<file path="config.mk">
export PLATFORM = sky130hd
export DESIGN_NAME = m2_block_writer
export DESIGN_NICKNAME = d
export VERILOG_FILES = /design/src/rtl/m2_block_writer.sv
export SDC_FILE = /design/constraint.sdc
export NUM_CORES = 1
export LEC_CHECK = 0
export CAP_MARGIN = 10
export CORE_MARGIN = 2
export CORE_UTILIZATION = 42
export DETAILED_ROUTE_END_ITERATION = 16
export PLACE_DENSITY = 0.78
export SYNTH_ARGS = -nofsm -noshare
export SYNTH_HDL_FRONTEND = slang
export SYNTH_SLANG_ARGS = --single-unit
</file>
<file path="constraint.sdc">
create_clock -name CLOCK_50_I -period 4.3 [get_ports CLOCK_50_I]
set_input_delay 0.645 -clock CLOCK_50_I [delete_from_list [all_inputs] [get_ports CLOCK_50_I]]
set_output_delay 0.645 -clock CLOCK_50_I [all_outputs]
set_load 0.05 [all_outputs]
</file>
<file path="src/rtl/m2_block_writer.sv">
// Copies one 8x8 IDCT block from the dual-port RAM into the YUV frame in SRAM.
// Reads two samples per cycle, clips each to 8 bits, and writes one 16-bit word per cycle.
module m2_block_writer #(
    parameter logic [17:0] Y_BASE = 18'd0,
    parameter logic [17:0] U_BASE = 18'd38400,
    parameter logic [17:0] V_BASE = 18'd57600
) (
    input  logic        CLOCK_50_I,
    input  logic        Resetn,
    input  logic        start,
    input  logic [1:0]  segment,
    input  logic [5:0]  block_col,
    input  logic [4:0]  block_row,
    output logic [5:0]  RAM_address_a,
    output logic [5:0]  RAM_address_b,
    input  logic [31:0] RAM_read_data_a,
    input  logic [31:0] RAM_read_data_b,
    output logic [17:0] SRAM_address,
    output logic [15:0] SRAM_write_data,
    output logic        SRAM_we_n,
    output logic        busy,
    output logic        done,
    output logic        err
);

    typedef enum logic [1:0] {
        S_IDLE,
        S_LEAD_IN,
        S_WRITE,
        S_FINISH
    } state_t;

    state_t      state_q, state_d;
    logic [1:0]  seg_q, seg_d;
    logic [5:0]  col_q, col_d;
    logic [4:0]  row_q, row_d;
    logic        rd_act_q, rd_act_d;
    logic [4:0]  rd_k_q, rd_k_d;
    logic [5:0]  addr_a_q, addr_a_d;
    logic [5:0]  addr_b_q, addr_b_d;
    logic        dv_q, dv_d;
    logic [4:0]  dk_q, dk_d;
    logic        we_n_q, we_n_d;
    logic        wlast_q, wlast_d;
    logic [17:0] sa_q, sa_d;
    logic [15:0] wd_q, wd_d;
    logic        err_q, err_d;

    logic        legal;
    logic        accept;
    logic [17:0] stride;
    logic [17:0] seg_base;
    logic [17:0] blk_base;

    function automatic logic [7:0] clip8(input logic [31:0] s);
        if (s[31]) begin
            return 8'd0;
        end else if (|s[30:8]) begin
            return 8'hFF;
        end else begin
            return s[7:0];
        end
    endfunction

    always_comb begin
        legal = (segment != 2'd3) && (block_row <= 5'd29) &&
                ((segment == 2'd0) ? (block_col <= 6'd39)
                                   : (block_col <= 6'd19));
        accept = (state_q == S_IDLE) && start && legal;
        err_d  = (state_q == S_IDLE) && start && !legal;
    end

    // Geometry comes from the latched request so a late input change cannot skew it
    always_comb begin
        case (seg_q)
            2'd0: begin
                stride   = 18'd160;
                seg_base = Y_BASE;
            end
            2'd1: begin
                stride   = 18'd80;
                seg_base = U_BASE;
            end
            default: begin
                stride   = 18'd80;
                seg_base = V_BASE;
            end
        endcase
        blk_base = seg_base
                 + ({10'd0, row_q, 3'd0} * stride)
                 + {10'd0, col_q, 2'd0};
    end

    always_comb begin
        state_d = state_q;
        seg_d   = seg_q;
        col_d   = col_q;
        row_d   = row_q;
        unique case (state_q)
            S_IDLE: begin
                if (accept) begin
                    state_d = S_LEAD_IN;
                    seg_d   = segment;
                    col_d   = block_col;
                    row_d   = block_row;
                end
            end
            S_LEAD_IN: state_d = S_WRITE;
            S_WRITE: begin
                if (!we_n_q && wlast_q) begin
                    state_d = S_FINISH;
                end
            end
            S_FINISH: state_d = S_IDLE;
            default:  state_d = S_IDLE;
        endcase
    end

    // Read side: address pair for word k, one word per cycle
    always_comb begin
        rd_act_d = rd_act_q;
        rd_k_d   = rd_k_q;
        addr_a_d = addr_a_q;
        addr_b_d = addr_b_q;
        if (accept) begin
            rd_act_d = 1'b1;
            rd_k_d   = 5'd0;
            addr_a_d = 6'd0;
            addr_b_d = 6'd1;
        end else if (rd_act_q) begin
            if (rd_k_q == 5'd31) begin
                rd_act_d = 1'b0;
                rd_k_d   = 5'd0;
                addr_a_d = 6'd0;
                addr_b_d = 6'd0;
            end else begin
                rd_k_d   = rd_k_q + 5'd1;
                addr_a_d = {rd_k_q + 5'd1, 1'b0};
                addr_b_d = {rd_k_q + 5'd1, 1'b1};
            end
        end
    end

    // Write side: RAM data arrives one cycle after its address
    always_comb begin
        dv_d    = rd_act_q;
        dk_d    = rd_k_q;
        we_n_d  = 1'b1;
        wlast_d = 1'b0;
        sa_d    = 18'd0;
        wd_d    = 16'd0;
        if (dv_q) begin
            we_n_d  = 1'b0;
            wlast_d = (dk_q == 5'd31);
            sa_d    = blk_base
                    + ({15'd0, dk_q[4:2]} * stride)
                    + {16'd0, dk_q[1:0]};
            wd_d    = {clip8(RAM_read_data_a), clip8(RAM_read_data_b)};
        end
    end

    always_ff @(posedge CLOCK_50_I or negedge Resetn) begin
        if (!Resetn) begin
            state_q  <= S_IDLE;
            seg_q    <= 2'd0;
            col_q    <= 6'd0;
            row_q    <= 5'd0;
            rd_act_q <= 1'b0;
            rd_k_q   <= 5'd0;
            addr_a_q <= 6'd0;
            addr_b_q <= 6'd0;
            dv_q     <= 1'b0;
            dk_q     <= 5'd0;
            we_n_q   <= 1'b1;
            wlast_q  <= 1'b0;
            sa_q     <= 18'd0;
            wd_q     <= 16'd0;
            err_q    <= 1'b0;
        end else begin
            state_q  <= state_d;
            seg_q    <= seg_d;
            col_q    <= col_d;
            row_q    <= row_d;
            rd_act_q <= rd_act_d;
            rd_k_q   <= rd_k_d;
            addr_a_q <= addr_a_d;
            addr_b_q <= addr_b_d;
            dv_q     <= dv_d;
            dk_q     <= dk_d;
            we_n_q   <= we_n_d;
            wlast_q  <= wlast_d;
            sa_q     <= sa_d;
            wd_q     <= wd_d;
            err_q    <= err_d;
        end
    end

    assign RAM_address_a   = addr_a_q;
    assign RAM_address_b   = addr_b_q;
    assign SRAM_address    = sa_q;
    assign SRAM_write_data = wd_q;
    assign SRAM_we_n       = we_n_q;
    assign busy            = (state_q != S_IDLE);
    assign done            = (state_q == S_FINISH);
    assign err             = err_q;

endmodule

</file>
==> results of run 1 <==
==> sequential cells by signal, indices dropped and copies added, names as in the netlist, 2 cells and up <==
register / count
RAM_address_b: 5
SRAM_address: 18
SRAM_write_data: 16
col_q: 6
dk_q: 5
row_q: 5
seg_q: 2
state_q: 2
==> how the worst max path moves through the flow <==
| stage | end |
|---|---|
| floorplan | SRAM_address[15] |
| global placement | SRAM_address[16] |
| detailed placement | SRAM_address[16] |
| CTS | SRAM_address[15] |
| global route | SRAM_address[16] |
| finish | SRAM_address[15] |
==> final cells by class <==
type | count | area, sq um | share of cell area [%]
timing repair buffer | 146 | 1410 | 24.9
sequential | 65 | 1630 | 28.7
inverter | 36 | 135 | 2.38
multi-input combinational | 251 | 2180 | 38.4
clock buffer | 10 | 138 | 2.43
tap | 108 | 135 | 2.38
clock inverter | 6 | 48.8 | 0.860
==> stage by stage <==
step | area, sq um | setup WS [ps] | instances | TNS [ps]
6_report | 5670 | 150 | 622 | 0
5_1_grt | 5670 | -2.80 | 622 | -2.80
4_1_cts | 5560 | 5.54 | 619 | 0
3_5_place_dp | 5320 | -109 | 601 | -220
3_3_place_gp | 5320 | 10.0 | 601 | 0
2_1_floorplan | 3890 | 0.810 | 364 | 0
==> cell usage after synthesis (8+ instances only) <==
cell / number / area share (%)
sky130_fd_sc_hd__nand2b_1: 10 / 1.6
sky130_fd_sc_hd__a21o_1: 8 / 1.6
sky130_fd_sc_hd__and2_1: 14 / 2.3
sky130_fd_sc_hd__nor2_1: 20 / 1.9
sky130_fd_sc_hd__fa_1: 13 / 6.7
sky130_fd_sc_hd__inv_1: 35 / 3.4
sky130_fd_sc_hd__o21a_1: 18 / 3.5
sky130_fd_sc_hd__o21ai_0: 10 / 1.3
sky130_fd_sc_hd__a21oi_1: 12 / 1.6
sky130_fd_sc_hd__dfrtp_1: 64 / 41
sky130_fd_sc_hd__nor4_1: 10 / 1.6
sky130_fd_sc_hd__mux2_2: 12 / 3.5
sky130_fd_sc_hd__nand2_1: 21 / 2.0
sky130_fd_sc_hd__ha_1: 43 / 14
==> repair_timing <==
item                       4_1_cts  5_1_grt
setup endpoints to repair        3        5
buffers inserted                 2        3
hold buffers                     0        0
pin swaps                        3       16
gates cloned                     0        0
resized for setup                6       16
==> placed cells by master (no fill, tap or decap), drive strengths merged, types with 12 or more instances in the layout <==
cell / Yosys / final
a21oi: 12 / 12
buf: 8 / 19
ha: 43 / 43
nor2: 21 / 21
clkdlybuf4s50: 0 / 127
inv: 36 / 39
o21a: 18 / 18
dfrtp: 64 / 64
fa: 13 / 13
mux2: 12 / 12
and2: 14 / 14
nand2: 21 / 21
==> logic make-up after synthesis <==
| logic type | count (synthesis) |
|---|---|
| AO/OA/AOI/OAI | 60 |
| other | 2 |
| AND/OR/NAND/NOR | 100 |
| multiplexers | 18 |
| buffers and inverters | 48 |
| flip-flops | 65 |
| XOR/XNOR | 9 |
| adder cells (fa/ha/maj) | 56 |
==> routing by layer <==
metal / GRT usage (%) / vias up / wire length (um)
met4: 6.01 / 0 / 130
li1: - / 1504 / -
met1: 22.4 / 1467 / 3840
met2: 31.4 / 79 / 4700
met5: 0 / - / 0
met3: 4.87 / 14 / 466
==> out/summary.md, run 1 <==
The number of fillers in the final layout is 718, and the die extent in x is 99.9 um. After detailed routing, the number of vias per cell comes to 4.93. The number of detailed-routing iterations run before antenna repair is 5, and the final period utilization is 96.5%. For the required time at the worst-slack endpoint, the log shows 4570 ps. Synthesis produced a netlist whose cell count is 358. In the routed design, unresolved DRC markers number 0.

The type of the worst setup path was reg -> reg. The area growth from synthesis to layout is 46.9%. The count of buffering cells on the critical path with inverters included came out at 3. The tools report the CTS root buffer as sky130_fd_sc_hd__clkbuf_8. The data arrival time at the worst-slack endpoint is 4420 ps, and the mux cell area share after synthesis is 5.05%.

Weighted congestion reported at the end of routability-driven placement: 0.779. The tools report the startpoint type of the worst setup path as a register. In this run the number of H-tree levels came out at 3. Once the floorplan was initialized, standard cells occupied 43.9% of the core. For the final database, setup skew stands at 10.6 ps. The run gives 7060 um as the half-perimeter wire length of the detailed placement result.

The first-pass GRT wire length was 14300 um; the number of endpoints with negative hold slack in the final report was 0. The critical path crosses 18 cells after its start point. The logs give 0 for the number of antenna violations at the first check in global routing and 645 for the number of nets at the end of the flow. The number of global-route vias before repair was 3082.

The sequential cell area fraction in the yosys report is 42.1%, and the largest buffer count on any clock path is 2. The fraction of the mapped netlist area in adder cells came out at 20.7%. The share of post-route cells with drive strength above 1 is 14.0%. The worst register-to-register path ends at SRAM_address[15].

The critical path goes through nor2_4, mux2i_2, inv_1, ha_1, inv_1, fa_1, inv_2, ha_4, ha_4, a21oi_4, o211ai_1, xor2_1, ha_1, ha_4, and3_4, a21o_1, a31oi_1, mux2i_1. Entering global routing, the biggest net connects 38 pins. Worst reg2reg path depth: 18. Summing the areas of all and, or, nand and nor instances in the mapped netlist gives 13.8% of the synthesized area. Headroom to the max-slew limit came out at 59.0%. The tools report the origin of the worst setup path as seg_q[0]. Cell area after technology mapping: 3860 sq um. Among all flip-flop cells after synthesis, the most frequent one is sky130_fd_sc_hd__dfrtp_1. Highest-delay cell along the critical path: sky130_fd_sc_hd__fa_1. The final routed wirelength across all metal layers is 9140 um, and the number of endpoints failing setup at the final stage is 0. The number of different library cells used by synthesis comes to 43. After clock tree synthesis, the clock-pin slew on the worst setup and hold paths is 80 ps. The run finished with clean final reports. The number of max-slew violations in the final report was 0.

STA classifies the critical path endpoint as a register. The largest single stage delay on the critical path is 510 ps. Across all hold checks on the routed design, the worst slack comes to 297 ps. Counting flops with a built-in enable in the synthesized netlist gives 0. The path class of the tightest hold or removal check is in -> async. In this run the vertical extent of the chip is 99.9 um. After synthesis the netlist holds a flip-flop and latch count of 65.

For the pin with the worst max-slew slack, the measured transition is 614 ps. Counting stages on the worst path, the most repeated cell is sky130_fd_sc_hd__ha_4. The first-iteration detailed-routing DRC count was 66. The number of core rows came out at 34. In this run the standard cell core region covers 8810 sq um. The tools report the count of maximum capacitance violations as 0.

TritonCTS built the clock tree. The time the worst path needs with I/O delays and setup works out to 4150 ps. Largest family of logic cells by synthesized area: adder cells. The maximum operating frequency is 0.241 GHz, and the all-layer global routing usage is 18.3%. 130 I/O pins were placed.

The number of clock sinks seen by CTS was 65. Buffers inserted during clock tree synthesis total 9. The routed layout has 3064 vias. The complex-gate fraction of the synthesized area was 10.4%; the remaining number of nets flagged by the antenna check after routing was 0.

The clock network latency to the later pin of the worst-skew pair was 350 ps; the total global routing overflow was 0. The number of port buffers came out at 128. Averaged over all synthesized cells, the footprint is 10.8 sq um. The highest fanout seen on the critical path was 4. In this design, the largest share of critical-path delay is due to adder cells.

Dividing the detail-routed wire length by the instance count gives 14.7 um. The synthesized netlist devotes 2.04% of its cell area to XOR and XNOR gates. The count of synthesis-stage warnings from yosys was 0; the register-to-register setup slack was 150 ps. Launching point of the worst reg2reg path: seg_q[0]. The die covers 9980 sq um. The final cell utilization of the core was 64.4%; the number of inserted diodes was 0. The share of synthesized flip-flops with an asynchronous set or reset was 100%.
Power of run 1 is not shown: default switching activity piles up to over one toggle a cycle in this logic, so the estimate is an artifact.
==> inputs of run 2 (changes only) <==
Settings changed: ABC_AREA set to 1, CORE_UTILIZATION 42 to 44, CTS_BUF_LIST set to sky130_fd_sc_hd__clkbuf_4 sky130_fd_sc_hd__clkbuf_8, PLACE_DENSITY 0.78 to 0.79.
==> run 2 against run 1 <==
  * Critical path type unchanged
  * First-iteration DRC count rose by 45%
  * Global-route usage increased by 0.61 points
  * Critical endpoint is now SRAM_address[16]
  * Clock-buffer cell count down 1
  * Highest routed layer unchanged
==> out/summary.md, run 2 <==
The run finished with clean final reports. The tools report the endpoint of the worst hold-timing path as SRAM_address[1]. The logs give 35 (+2.9%) for the number of core rows and 4390 ps (-30 ps) for the data arrival time at the worst-slack endpoint. The number of antenna violations at the first check in global routing was 0 (unchanged); the number of enable flip-flop cells after synthesis was 0 (unchanged). The die extent in x is 101 um (+1.0%). The run gives 3 (unchanged) as the number of levels in the clock H-tree. Number of synthesized register bits: 65 (unchanged).

Number of inserted diodes: 0 (unchanged). The time the worst path needs with I/O delays and setup came out at 4150 ps (+0.701 ps). The number of clock sinks seen by CTS came out at 65 (unchanged).

The DRC violations left was 0 (unchanged). The number of fillers in the final layout was 759 (+5.7%). TritonCTS built the clock tree. Total via count in the routed design: 3607 (+18%). The share of Yosys cell area claimed by the top area cell type works out to 38.8% (-2.7 points). In this run the clock root is driven by a sky130_fd_sc_hd__clkbuf_8. Most common cell after layout, fill and taps aside: sky130_fd_sc_hd__clkdlybuf4s50_1.

The number of global-route vias before repair is 3612 (+17%). Half-perimeter wire length of the detailed placement result: 7250 um (+2.7%). The tools report the weighted congestion reported at the end of routability-driven placement as 0.857 (+9.9%).

STA classifies the critical path endpoint as a register. The run gives 34 (-21%) as the number of distinct library cell variants in the gate-level netlist after synthesis. First-iteration detailed-routing DRC count: 96 (+45%).

Summed over all instances, the cell type with the most area after synthesis is sky130_fd_sc_hd__dfrtp_1. For the number of instances in the synthesized netlist, the log shows 492 (+37%). The area added between synthesis and finish was 40.7%; the required time at the worst-slack endpoint was 4540 ps (-30 ps). The mean routed wirelength per cell was 12.6 um (-14%). The first-pass GRT wire length is 15100 um (+5.4%), and the clock slew at the register clock pins of the worst setup and hold paths is 80 ps (about the same). The highest fanout seen on the critical path was 5 (+1).

Final routed wirelength across all metal layers: 9390 um (+2.7%). The relative slew slack was 29.3% (-30 points); the cell area after technology mapping was 4130 sq um (+7.0%). For the remaining number of nets flagged by the antenna check after routing, the log shows 0 (unchanged).

The run gives 0 (unchanged) as the count of maximum capacitance violations. All-layer global routing usage: 18.9% (+0.61 points). The worst reg2reg path depth works out to 24 (+6). Type of the worst setup path: reg -> reg. The min-delay analysis places its worst path in the category reg -> reg. The tools report the sequential cell area fraction in the yosys report as 39.4% (-2.8 points).

The top-level I/O count was 130 (unchanged). The worst hold path begins at dk_q[1]. The simple-gate portion of the synthesized area came out at 22.3% (+8.5 points). The number of detailed-routing iterations run before antenna repair is 4 (-1), and the floorplan die height is 101 um (+1.0%). Slew of the pin with the lowest slew margin: 1060 ps (+446 ps). Along the worst hold path, the cell count comes to 2. The post-route non-filler standard cell count is 743 (+19%).

The combined area of the multi-input logic cells was 2240 sq um (+2.8%); the area of all sequential standard cells was 1630 sq um (unchanged). For the number of max-slew violations in the final report, the log shows 0 (unchanged). By area the synthesized netlist is led by sky130_fd_sc_hd__dfrtp_1 39%, sky130_fd_sc_hd__ha_1 13%, sky130_fd_sc_hd__nor2_1 8.4%. The routed via count divided by cell count was 4.85 (-1.4%); the largest net degree at the start of global routing was 50 (+32%).

The number of port buffers was 128 (unchanged). The worst register-to-register path begins at seg_q[0]. Leaving out fill and tap cells, the most frequent cells in the layout are 127 x sky130_fd_sc_hd__clkdlybuf4s50_1, 91 x sky130_fd_sc_hd__nor2_1, 86 x sky130_fd_sc_hd__nand2_1. Yosys instantiated no cell more often than sky130_fd_sc_hd__nor2_1. For the final cell utilization of the core, the log shows 63.2% (-1.2 points). Register-to-register setup slack: 150 ps (about the same).

The share of synthesized flip-flops with an asynchronous set or reset works out to 100% (unchanged). The run gives 340 ps (about the same) as the clock network latency to the later pin of the worst-skew pair. By count the netlist is led by 93 x sky130_fd_sc_hd__nor2_1, 87 x sky130_fd_sc_hd__nand2_1, 71 x sky130_fd_sc_hd__inv_1. The flip-flop count of the largest register, all copies and words added is 18 (unchanged), and the number of endpoints with negative hold slack in the final report is 0 (unchanged).

The maximum operating frequency is 0.241 GHz (about the same), and the count of synthesis-stage warnings from yosys is 0 (unchanged). The tools report the reg-to-reg critical path endpoint as SRAM_address[16]. The mux cell area share after synthesis is 0% (-5.1 points). The primary flip-flop cell chosen by synthesis mapping was sky130_fd_sc_hd__dfrtp_1. The tools report the placed cell count as 725 (+21%).

The final worst slack is 149 ps (-0.701 ps), and the largest buffer count on any clock path is 2 (unchanged). The core area came out at 9200 sq um (+4.4%). The tools report the number of endpoints failing setup at the final stage as 0 (unchanged). Share of post-route cells with drive strength above 1: 9.18% (-4.8 points). The post-synthesis area per instance is 8.40 sq um (-22%), and the post-placement setup slack is -56.5 ps (+53.0 ps).

The total global routing overflow was 0 (unchanged). The starting density of the core is 44.9% (+1.1 points). The fraction of the mapped netlist area in adder cells works out to 19.3% (-1.4 points). The largest family of logic cells by synthesized area is simple AND/OR/NAND/NOR gates. The post-synthesis share of cell area spent on xor and xnor gates is 2.12% (+0.078 points). Startpoint type of the worst setup path: a register. The number of nets at the end of the flow is 763 (+18%), and the number of buffers created by CTS is 9 (unchanged). Worst-case clock skew: 9.07 ps (-1.58 ps). The floorplan die area is 10200 sq um (+2.1%), and the complex-gate fraction of the synthesized area is 6.78% (-3.6 points). The final period utilization is 96.5% (about the same).
[run 2: cell types whose count changed in the layout (fill, tap and decap cells not counted), sizes merged, moves of 11 or more]
cell   previous run  this run
o21a             18         1
buf              19         8
nand2            21        87
nor2             21        96
mux2             12         0
and2             14         0
inv              39        76
o21ai            10        24
[run 2: final cells by class]
cell class | count | area share [%]
flip-flops and latches | 65 | 28.0
clock buffers | 9 | 2.13
multi-input cells | 342 | 38.5
inverters | 74 | 4.78
well taps | 111 | 2.39
repair buffers | 135 | 22.9
clock inverters | 7 | 1.33
[run 2: per-stage QoR]
stage	cell area (sq um)	TNS, ps	hold slack [ps]
floorplan	4160	0	349
global placement	5480	0	440
detailed placement	5480	-74.8	446
CTS	5720	0	463
global route	5810	-146	490
finish	5810	0	462
[run 2: routing by layer]
metal / share of wire (%) / GRT usage, % / wire length [um] / up-vias
met5: 0 / 0 / 0 / -
met4: 2.6 / 6.86 / 242 / 0
met3: 5.6 / 5.13 / 525 / 21
met2: 53 / 34.5 / 4950 / 131
met1: 39 / 21.0 / 3680 / 1667
li1: - / - / - / 1788
[run 2: worst max-delay path by stage]
stage | to | cells after the start | slack (ps) | from
after global placement | SRAM_address[16] | 23 | 50 | seg_q[1]
after CTS | SRAM_address[16] | 23 | 20 | seg_q[1]
after detailed placement | SRAM_address[16] | 23 | -60 | seg_q[0]
after global routing | SRAM_address[16] | 22 | -60 | seg_q[0]
after floorplan | SRAM_address[16] | 22 | 130 | seg_q[1]
final | SRAM_address[16] | 24 | 150 | seg_q[0]
[run 2: what timing repair did]
item	in CTS	in global routing
hold buffers	0	0
gates cloned	0	0
gates resized for setup	3	15
setup endpoints to repair	3	5
buffers inserted	1	1
pin swaps	0	12
[run 2: worst max-delay path, stage by stage, from the launching register on]
cell and delay, ps:
sky130_fd_sc_hd__dfrtp_1 410, sky130_fd_sc_hd__nor2_4 120, sky130_fd_sc_hd__inv_2 40, sky130_fd_sc_hd__or2_1 210, sky130_fd_sc_hd__o21ai_2 90, sky130_fd_sc_hd__inv_2 80, sky130_fd_sc_hd__ha_4 260, sky130_fd_sc_hd__inv_1 50
sky130_fd_sc_hd__fa_1 520, sky130_fd_sc_hd__inv_2 50, sky130_fd_sc_hd__ha_4 240, sky130_fd_sc_hd__ha_4 150, sky130_fd_sc_hd__a21o_1 180, sky130_fd_sc_hd__a31oi_1 200, sky130_fd_sc_hd__xor2_1 190, sky130_fd_sc_hd__inv_1 60
sky130_fd_sc_hd__ha_1 320, sky130_fd_sc_hd__ha_4 300, sky130_fd_sc_hd__nand2_1 80, sky130_fd_sc_hd__nor2_2 130, sky130_fd_sc_hd__nand3_1 90, sky130_fd_sc_hd__nand3_1 110, sky130_fd_sc_hd__nand2_1 50, sky130_fd_sc_hd__nand2_1 60
sky130_fd_sc_hd__nor2_1 50
[run 2: kinds of logic after synthesis]
family	count (synthesis)
other	2
buffers and inverters	91
and+or+nand+nor	218
xor gates and xnor gates	10
adders and majority gates	56
DFF	65
AOI/OAI and AO/OA	50
Power of run 2 is left out for the same reason.
